File: src/rtl/fir_out_pkg.sv
// Purpose: shared fixed-point formats and the round/narrow helper for fir_out_buffer.
// Latency: none (types, constants and a combinational function only).
// Backpressure: not applicable.
// Contents: default Q-format constants, in_sample_t / out_sample_t,
//           fx_round_narrow (round-half-up, then saturate or wrap).
// Macro FIR_OUT_SAT_EN: when defined, narrowing clamps to the output range;
//                       when undefined, narrowing keeps the low bits (wrap).
package fir_out_pkg;

   localparam int WIO_DEF   = 2;
   localparam int WFO_DEF   = 6;
   localparam int WOI_DEF   = 2;
   localparam int WOF_DEF   = 4;
   localparam int DEPTH_DEF = 4;

   // Working width for the helper; any supported format is sign-extended into it.
   localparam int FXW = 32;
   localparam logic signed [FXW-1:0] FX_ONE = FXW'(1);

   typedef logic signed [WIO_DEF+WFO_DEF-1:0] in_sample_t;
   typedef logic signed [WOI_DEF+WOF_DEF-1:0] out_sample_t;

   // x is the sign-extended input sample with wf_in fraction bits. The result
   // carries wi_out+wf_out significant bits in its low end; callers truncate.
   function automatic logic signed [FXW-1:0] fx_round_narrow(
      input logic signed [FXW-1:0] x,
      input int                    wf_in,
      input int                    wi_out,
      input int                    wf_out
   );
      int                    sh;
      int                    wo;
      logic signed [FXW-1:0] r;
      sh = wf_in - wf_out;
      wo = wi_out + wf_out;
      r  = x;
      // Round half up: add half an output LSB, then arithmetic shift (floor).
      if (sh > 0) begin
         r = (x + (FX_ONE <<< (sh - 1))) >>> sh;
      end
`ifdef FIR_OUT_SAT_EN
      if (r > ((FX_ONE <<< (wo - 1)) - FX_ONE)) begin
         r = (FX_ONE <<< (wo - 1)) - FX_ONE;
      end else if (r < -(FX_ONE <<< (wo - 1))) begin
         r = -(FX_ONE <<< (wo - 1));
      end
`else
      // Two's-complement wrap: keep the low wo bits, re-sign-extend.
      r = (r <<< (FXW - wo)) >>> (FXW - wo);
`endif
      return r;
   endfunction

endpackage

File: src/rtl/fir_out_fifo.sv
// Purpose: parameterized synchronous circular-buffer FIFO with occupancy count.
// Latency: push visible at the head one edge after the write (empty FIFO).
// Backpressure: push is refused when full unless a pop happens in the same cycle.
// Ports: clk_i/rst_ni (sync active-low), push_i/dat_i write side,
//        pop_i/dat_o read side (dat_o reads 0 while empty), count_o, full_o, empty_o.
module fir_out_fifo #(
   parameter int W     = 6,
   parameter int DEPTH = 4
) (
   input  logic                       clk_i,
   input  logic                       rst_ni,
   input  logic                       push_i,
   input  logic [W-1:0]               dat_i,
   input  logic                       pop_i,
   output logic [W-1:0]               dat_o,
   output logic [$clog2(DEPTH+1)-1:0] count_o,
   output logic                       full_o,
   output logic                       empty_o
);

   localparam int AW = $clog2(DEPTH);
   localparam int CW = $clog2(DEPTH+1);

   logic [W-1:0]  mem_q [DEPTH];
   logic [AW-1:0] wr_q, rd_q;
   logic [CW-1:0] cnt_q, cnt_d;
   logic          do_push, do_pop;

   assign empty_o = (cnt_q == '0);
   assign full_o  = (cnt_q == CW'(DEPTH));
   assign do_pop  = pop_i & ~empty_o;
   // A full FIFO still accepts a push when the head leaves in the same cycle.
   assign do_push = push_i & (~full_o | do_pop);

   always_comb begin
      cnt_d = cnt_q;
      if (do_push && !do_pop) begin
         cnt_d = cnt_q + CW'(1);
      end else if (do_pop && !do_push) begin
         cnt_d = cnt_q - CW'(1);
      end
   end

   // DEPTH is a power of two, so the pointers wrap naturally.
   always_ff @(posedge clk_i) begin
      if (!rst_ni) begin
         wr_q  <= '0;
         rd_q  <= '0;
         cnt_q <= '0;
      end else begin
         if (do_push) wr_q <= wr_q + AW'(1);
         if (do_pop)  rd_q <= rd_q + AW'(1);
         cnt_q <= cnt_d;
      end
   end

   // Storage is not reset; stale entries are masked by the empty check below.
   always_ff @(posedge clk_i) begin
      if (rst_ni && do_push) begin
         mem_q[wr_q] <= dat_i;
      end
   end

   assign dat_o   = empty_o ? '0 : mem_q[rd_q];
   assign count_o = cnt_q;

endmodule

File: src/rtl/fir_out_buffer.sv
// Purpose: capture FIR results on frame-done, round/narrow Q(WIO.WFO)->Q(WOI.WOF), buffer.
// Latency: 2 edges from in_valid to out_valid with an empty FIFO; all outputs registered.
// Backpressure: none toward the filter; samples arriving at a full FIFO are dropped and flagged.
// Ports: CLK, RST (sync active-low); in_valid/in_data strobe from the accumulator;
//        out_valid/out_ready/out_data consumer handshake; count occupancy;
//        overflow sticky drop flag, cleared by clr_ovf (a new drop wins over a clear).
// Macro FIR_OUT_SAT_EN: saturate on narrowing when defined, wrap when undefined.
module fir_out_buffer
   import fir_out_pkg::*;
#(
   parameter int WIO   = WIO_DEF,
   parameter int WFO   = WFO_DEF,
   parameter int WOI   = WOI_DEF,
   parameter int WOF   = WOF_DEF,
   parameter int DEPTH = DEPTH_DEF
) (
   input  logic                       CLK,
   input  logic                       RST,
   input  logic                       in_valid,
   input  logic [WIO+WFO-1:0]         in_data,
   output logic                       out_valid,
   input  logic                       out_ready,
   output logic [WOI+WOF-1:0]         out_data,
   output logic [$clog2(DEPTH+1)-1:0] count,
   output logic                       overflow,
   input  logic                       clr_ovf
);

   localparam int OW = WOI + WOF;

   logic [OW-1:0] conv_d, conv_q;
   logic          conv_vld_d, conv_vld_q;
   logic          ovf_d, ovf_q;
   logic          fifo_full, fifo_empty;
   logic          pop, drop;

   // Stage 1: convert on the strobe; the converted value is held otherwise.
   always_comb begin
      conv_d     = conv_q;
      conv_vld_d = in_valid;
      if (in_valid) begin
         conv_d = OW'(fx_round_narrow(FXW'($signed(in_data)), WFO, WOI, WOF));
      end
   end

   assign pop  = out_valid & out_ready;
   // Drop only when full and the head is not leaving this cycle.
   assign drop = conv_vld_q & fifo_full & ~pop;
   // Set has priority over clear.
   assign ovf_d = drop | (ovf_q & ~clr_ovf);

   always_ff @(posedge CLK) begin
      if (!RST) begin
         conv_q     <= '0;
         conv_vld_q <= 1'b0;
         ovf_q      <= 1'b0;
      end else begin
         conv_q     <= conv_d;
         conv_vld_q <= conv_vld_d;
         ovf_q      <= ovf_d;
      end
   end

   // Stage 2: output FIFO.
   fir_out_fifo #(
      .W     (OW),
      .DEPTH (DEPTH)
   ) u_fifo (
      .clk_i   (CLK),
      .rst_ni  (RST),
      .push_i  (conv_vld_q),
      .dat_i   (conv_q),
      .pop_i   (pop),
      .dat_o   (out_data),
      .count_o (count),
      .full_o  (fifo_full),
      .empty_o (fifo_empty)
   );

   assign out_valid = ~fifo_empty;
   assign overflow  = ovf_q;

endmodule

File: config.mk
export PLATFORM = sky130hd
export DESIGN_NAME = fir_out_buffer
export DESIGN_NICKNAME = d
export VERILOG_FILES = /design/src/rtl/fir_out_pkg.sv /design/src/rtl/fir_out_fifo.sv /design/src/rtl/fir_out_buffer.sv
export SDC_FILE = /design/constraint.sdc
export NUM_CORES = 1
export LEC_CHECK = 0
export BUFFER_PORTS_ARGS = -buffer_cell sky130_fd_sc_hd__buf_2
export CAP_MARGIN = 20
export CORE_MARGIN = 4
export CORE_UTILIZATION = 50
export CTS_CLUSTER_DIAMETER = 50
export DETAILED_ROUTE_END_ITERATION = 10
export PLACE_DENSITY = 0.76
export SLEW_MARGIN = 15
export SYNTH_ARGS = -nofsm -noshare
export SYNTH_HDL_FRONTEND = slang
export SYNTH_SLANG_ARGS = --single-unit
File: constraint.sdc
create_clock -name CLK -period 1.8 [get_ports CLK]
set_input_delay 0.36 -clock CLK [delete_from_list [all_inputs] [get_ports CLK]]
set_output_delay 0.36 -clock CLK [all_outputs]
set_load 0.03 [all_outputs]
==> metrics.md <==
| Metric | Value |
|---|---|
| Status | `complete, but fails checks` |
| Failing checks | `setup timing` |
| Clk buf depth | `2` |
| Initial antenna violation count | `0` |
| Die area | `4474 sq um` |
| Clock Latency Late Sink | `0.35 ns` |
| Skew final | `0.006394 ns` |
| Area delta synth->final | `30.01%` |
| FF+latch count, synth | `41` |
| Top FF cell, synth | `edfxtp_1` |
| Worst hold path class | `in2reg` |
| DRT iter0 DRCs | `36` |
| Crit path kind | `reg2out` |
| Vias after detailed routing | `1131` |
| Detailed placement HPWL | `2234 um` |
| Post-Route WL | `3126 um` |
| Port Buffers | `22` |
| Fin cells | `218` |
| Starting Density | `51.97%` |
| Crit path launch type | `flop` |
| Synth Net Count | `146` |
| Mapped Cells | `126` |
| Hold buffers post-CTS | `0` |
| Htree depth | `2` |
| Post-synth EDFFs | `24` |
| Share of cells above drive strength 1 | `41.28%` |
| Top-count cell post-synth | `edfxtp_1` |
| Final period utilization | `110.4%` |
| Relative slew slack | `78.64%` |
| Placer Congestion | `0.7829` |
| CP Buf/Inv Count | `2` |
| Max Cap Viol | `0` |
| DRT Pass-1 Iters | `4` |
| Critical Path Slowest Stage Cell | `mux4_2` |
| Congestion Overflow GR | `0` |
| Register area | `1074 sq um` |
| Worst-path clk slew | `0.11 ns` |
| Ports | `24` |
| Final nets | `191` |
| Hold Worst Slack | `0.2986 ns` |
| Syn Std Cell Area | `1734 sq um` |
| Final setup violation count | `7` |
| Cell area after layout | `2255 sq um` |
| Cell variety after synth | `30` |
| DRC Markers | `0` |
| Ant. Diodes | `0` |
| Crit-path cells | `buf_12 > mux4_2 > and2b_1 > buf_6` |
| Unrepaired setup endpoints after global routing | `yes` |
| Die width | `66.89 um` |
| Most frequent cells after synthesis | `edfxtp_1, dfxtp_1, nor2_1` |
| Worst Setup End Kind | `primary output` |
| Multi-input combinational cell area | `674.4 sq um` |
| Peak supply drop | `0.7152 mV` |
| Synth top area cells | `edfxtp_1, dfxtp_1, mux4_2` |
| Yosys top cell area share | `41.56%` |
| Data arrival time of the worst path | `1.63 ns` |
| Worst setup margin | `-0.1871 ns` |
| Setup TNS | `-1.088 ns` |
| Clk sinks | `41` |
| Seq/Total Area, Yosys | `61.18%` |
| Vias in the first global route | `1113` |
| Crit Path Max Fanout | `6` |
| DP Cell Count | `204` |
| Crit path required time | `1.44 ns` |
| Tmin final | `1.987 ns` |
| Row Count | `21` |
| Static Leak | `0.8955 nW` |
| Final hold violations | `0` |
| Syn Area/Cell | `13.76 sq um` |
| CTS tree | `yes` |
| Antenna viol nets, final | `0` |
| Root Driver | `clkbuf_4` |
| CP peak stage delay | `0.49 ns` |
| Post-synth ARST share | `0%` |
| Count of pins over their slew limit | `0` |
| Highest clock rate | `0.5032 GHz` |
| Power, Total | `2.928 mW` |
| Wire per inst | `14.34 um` |
| Num CTS Buffers | `5` |
| Vias per inst | `5.188` |
| Synthesis Warnings | `0` |
| Post-placement cell area | `2024 sq um` |
| Pwr/cell area | `1299 nW/um^2` |
| Crit-path leading delay family | `multiplexers` |
| Global-route wire length before repair | `5223 um` |
| Vert. Die Dim | `66.89 um` |
| Core Box Area | `3337 sq um` |
| Synth area leader | `edfxtp_1` |
| Slew @ Worst Pin | `0.3154 ns` |
| Layout filler cell count | `247` |
| Largest net degree at the start of global routing | `14` |
| GRT Util Overall | `16.61%` |
==> layout make-up <==
cell class,instances,area share [%]
clock inverters,3,2.886
flip-flops and latches,41,47.61
repair buffers,41,14.37
well taps,46,2.553
clock buffers,5,1.665
multi-input cells,76,29.91
inverters,6,0.9989
==> flip-flops by register name, indices dropped and copies added (netlist names), named ones only <==
signal	flops
conv_q	6
conv_vld_q	1
overflow	1
u_fifo.count_o	3
u_fifo.mem_q	24
u_fifo.rd_q	2
u_fifo.wr_q	2
==> final timing paths <==
kind | to | slack (ns) | cells past startpoint | start
worst max-delay path | out_data[1] | -0.19 | 4 | flop
worst min-delay path | conv_q[5]$_SDFFE_PN0P_ | 0.30 | 3 | in_data[7]
worst max register to register | u_fifo.count_o[2]$_SDFFE_PN0P_ | -0.08 | 7 | u_fifo.count_o[2]$_SDFFE_PN0P_
worst min register to register | u_fifo.mem_q[1][3]$_DFFE_PP_ | 0.53 | 0 | conv_q[3]$_SDFFE_PN0P_
==> placed cells by master, fill, tap and decap left out, types with 2 or more instances in the layout <==
cell type	netlist	routed
o21ai_0	4	4
nor2b_1	3	2
inv_1	5	3
bufinv_16	0	2
mux2i_1	2	2
buf_4	1	14
nand3_1	5	5
or3_1	3	3
and3_1	4	4
dfxtp_4	0	3
dfxtp_1	17	13
and2b_1	4	4
xor2_1	6	6
inv_2	1	3
edfxtp_1	24	24
nor2_1	9	8
ha_1	6	5
a31oi_1	2	2
mux4_2	6	6
nand2_1	2	2
o21ai_1	5	5
buf_6	0	11
a21oi_1	6	5
buf_2	0	15
clkbuf_4	0	5
==> through the flow <==
step / utilization, % / setup WS (ns)
4_1_cts: 66.59 / -0.2163
6_report: 67.57 / -0.1871
5_1_grt: 67.57 / -0.2563
3_3_place_gp: 60.67 / -0.04992
3_5_place_dp: 60.67 / -0.1117
2_1_floorplan: - / -0.05925
==> per-layer routing <==
metal	part of all wire (%)	global-route usage, %	wire length [um]	vias up
met1	42	19.27	1302	542
met2	52	28.34	1632	27
met3	4.7	5.059	147	4
met4	1.4	6.835	43	0
met5	0	0	0	-
li1	-	-	-	558
==> what timing repair did <==
item                                    CTS  global route
cloned                                    0             0
buffers inserted                          5             1
gates resized for setup                  20             6
pin swaps                                 2             1
endpoints found under the setup margin    8             9
==> logic make-up after synthesis <==
| family | count (synthesis) | synth area share, % |
|---|---|---|
| AO/OA/AOI/OAI | 20 | 6.710 |
| XOR/XNOR | 7 | 3.535 |
| adder cells (fa/ha/maj) | 7 | 5.483 |
| buffers and inverters | 9 | 2.165 |
| flip-flops | 41 | 61.18 |
| multiplexers | 8 | 8.947 |
| AND/OR/NAND/NOR | 34 | 11.98 |
==> power breakdown <==
group	switching [mW]	internal [mW]
Sequential	0.0838	1.07
Clock	0.288	0.430
Combinational	0.497	0.554
Total	0.869	2.06
==> worst reg2reg max path, cell delays in order (launching register included) <==
cell     delay [ns]
dfxtp_4        0.38
o31ai_4        0.25
ha_2           0.22
inv_2          0.04
fa_2           0.33
xor2_1         0.15
or3_1          0.33
a21oi_2        0.12
Note: power is estimated with default switching activity, not from simulation.
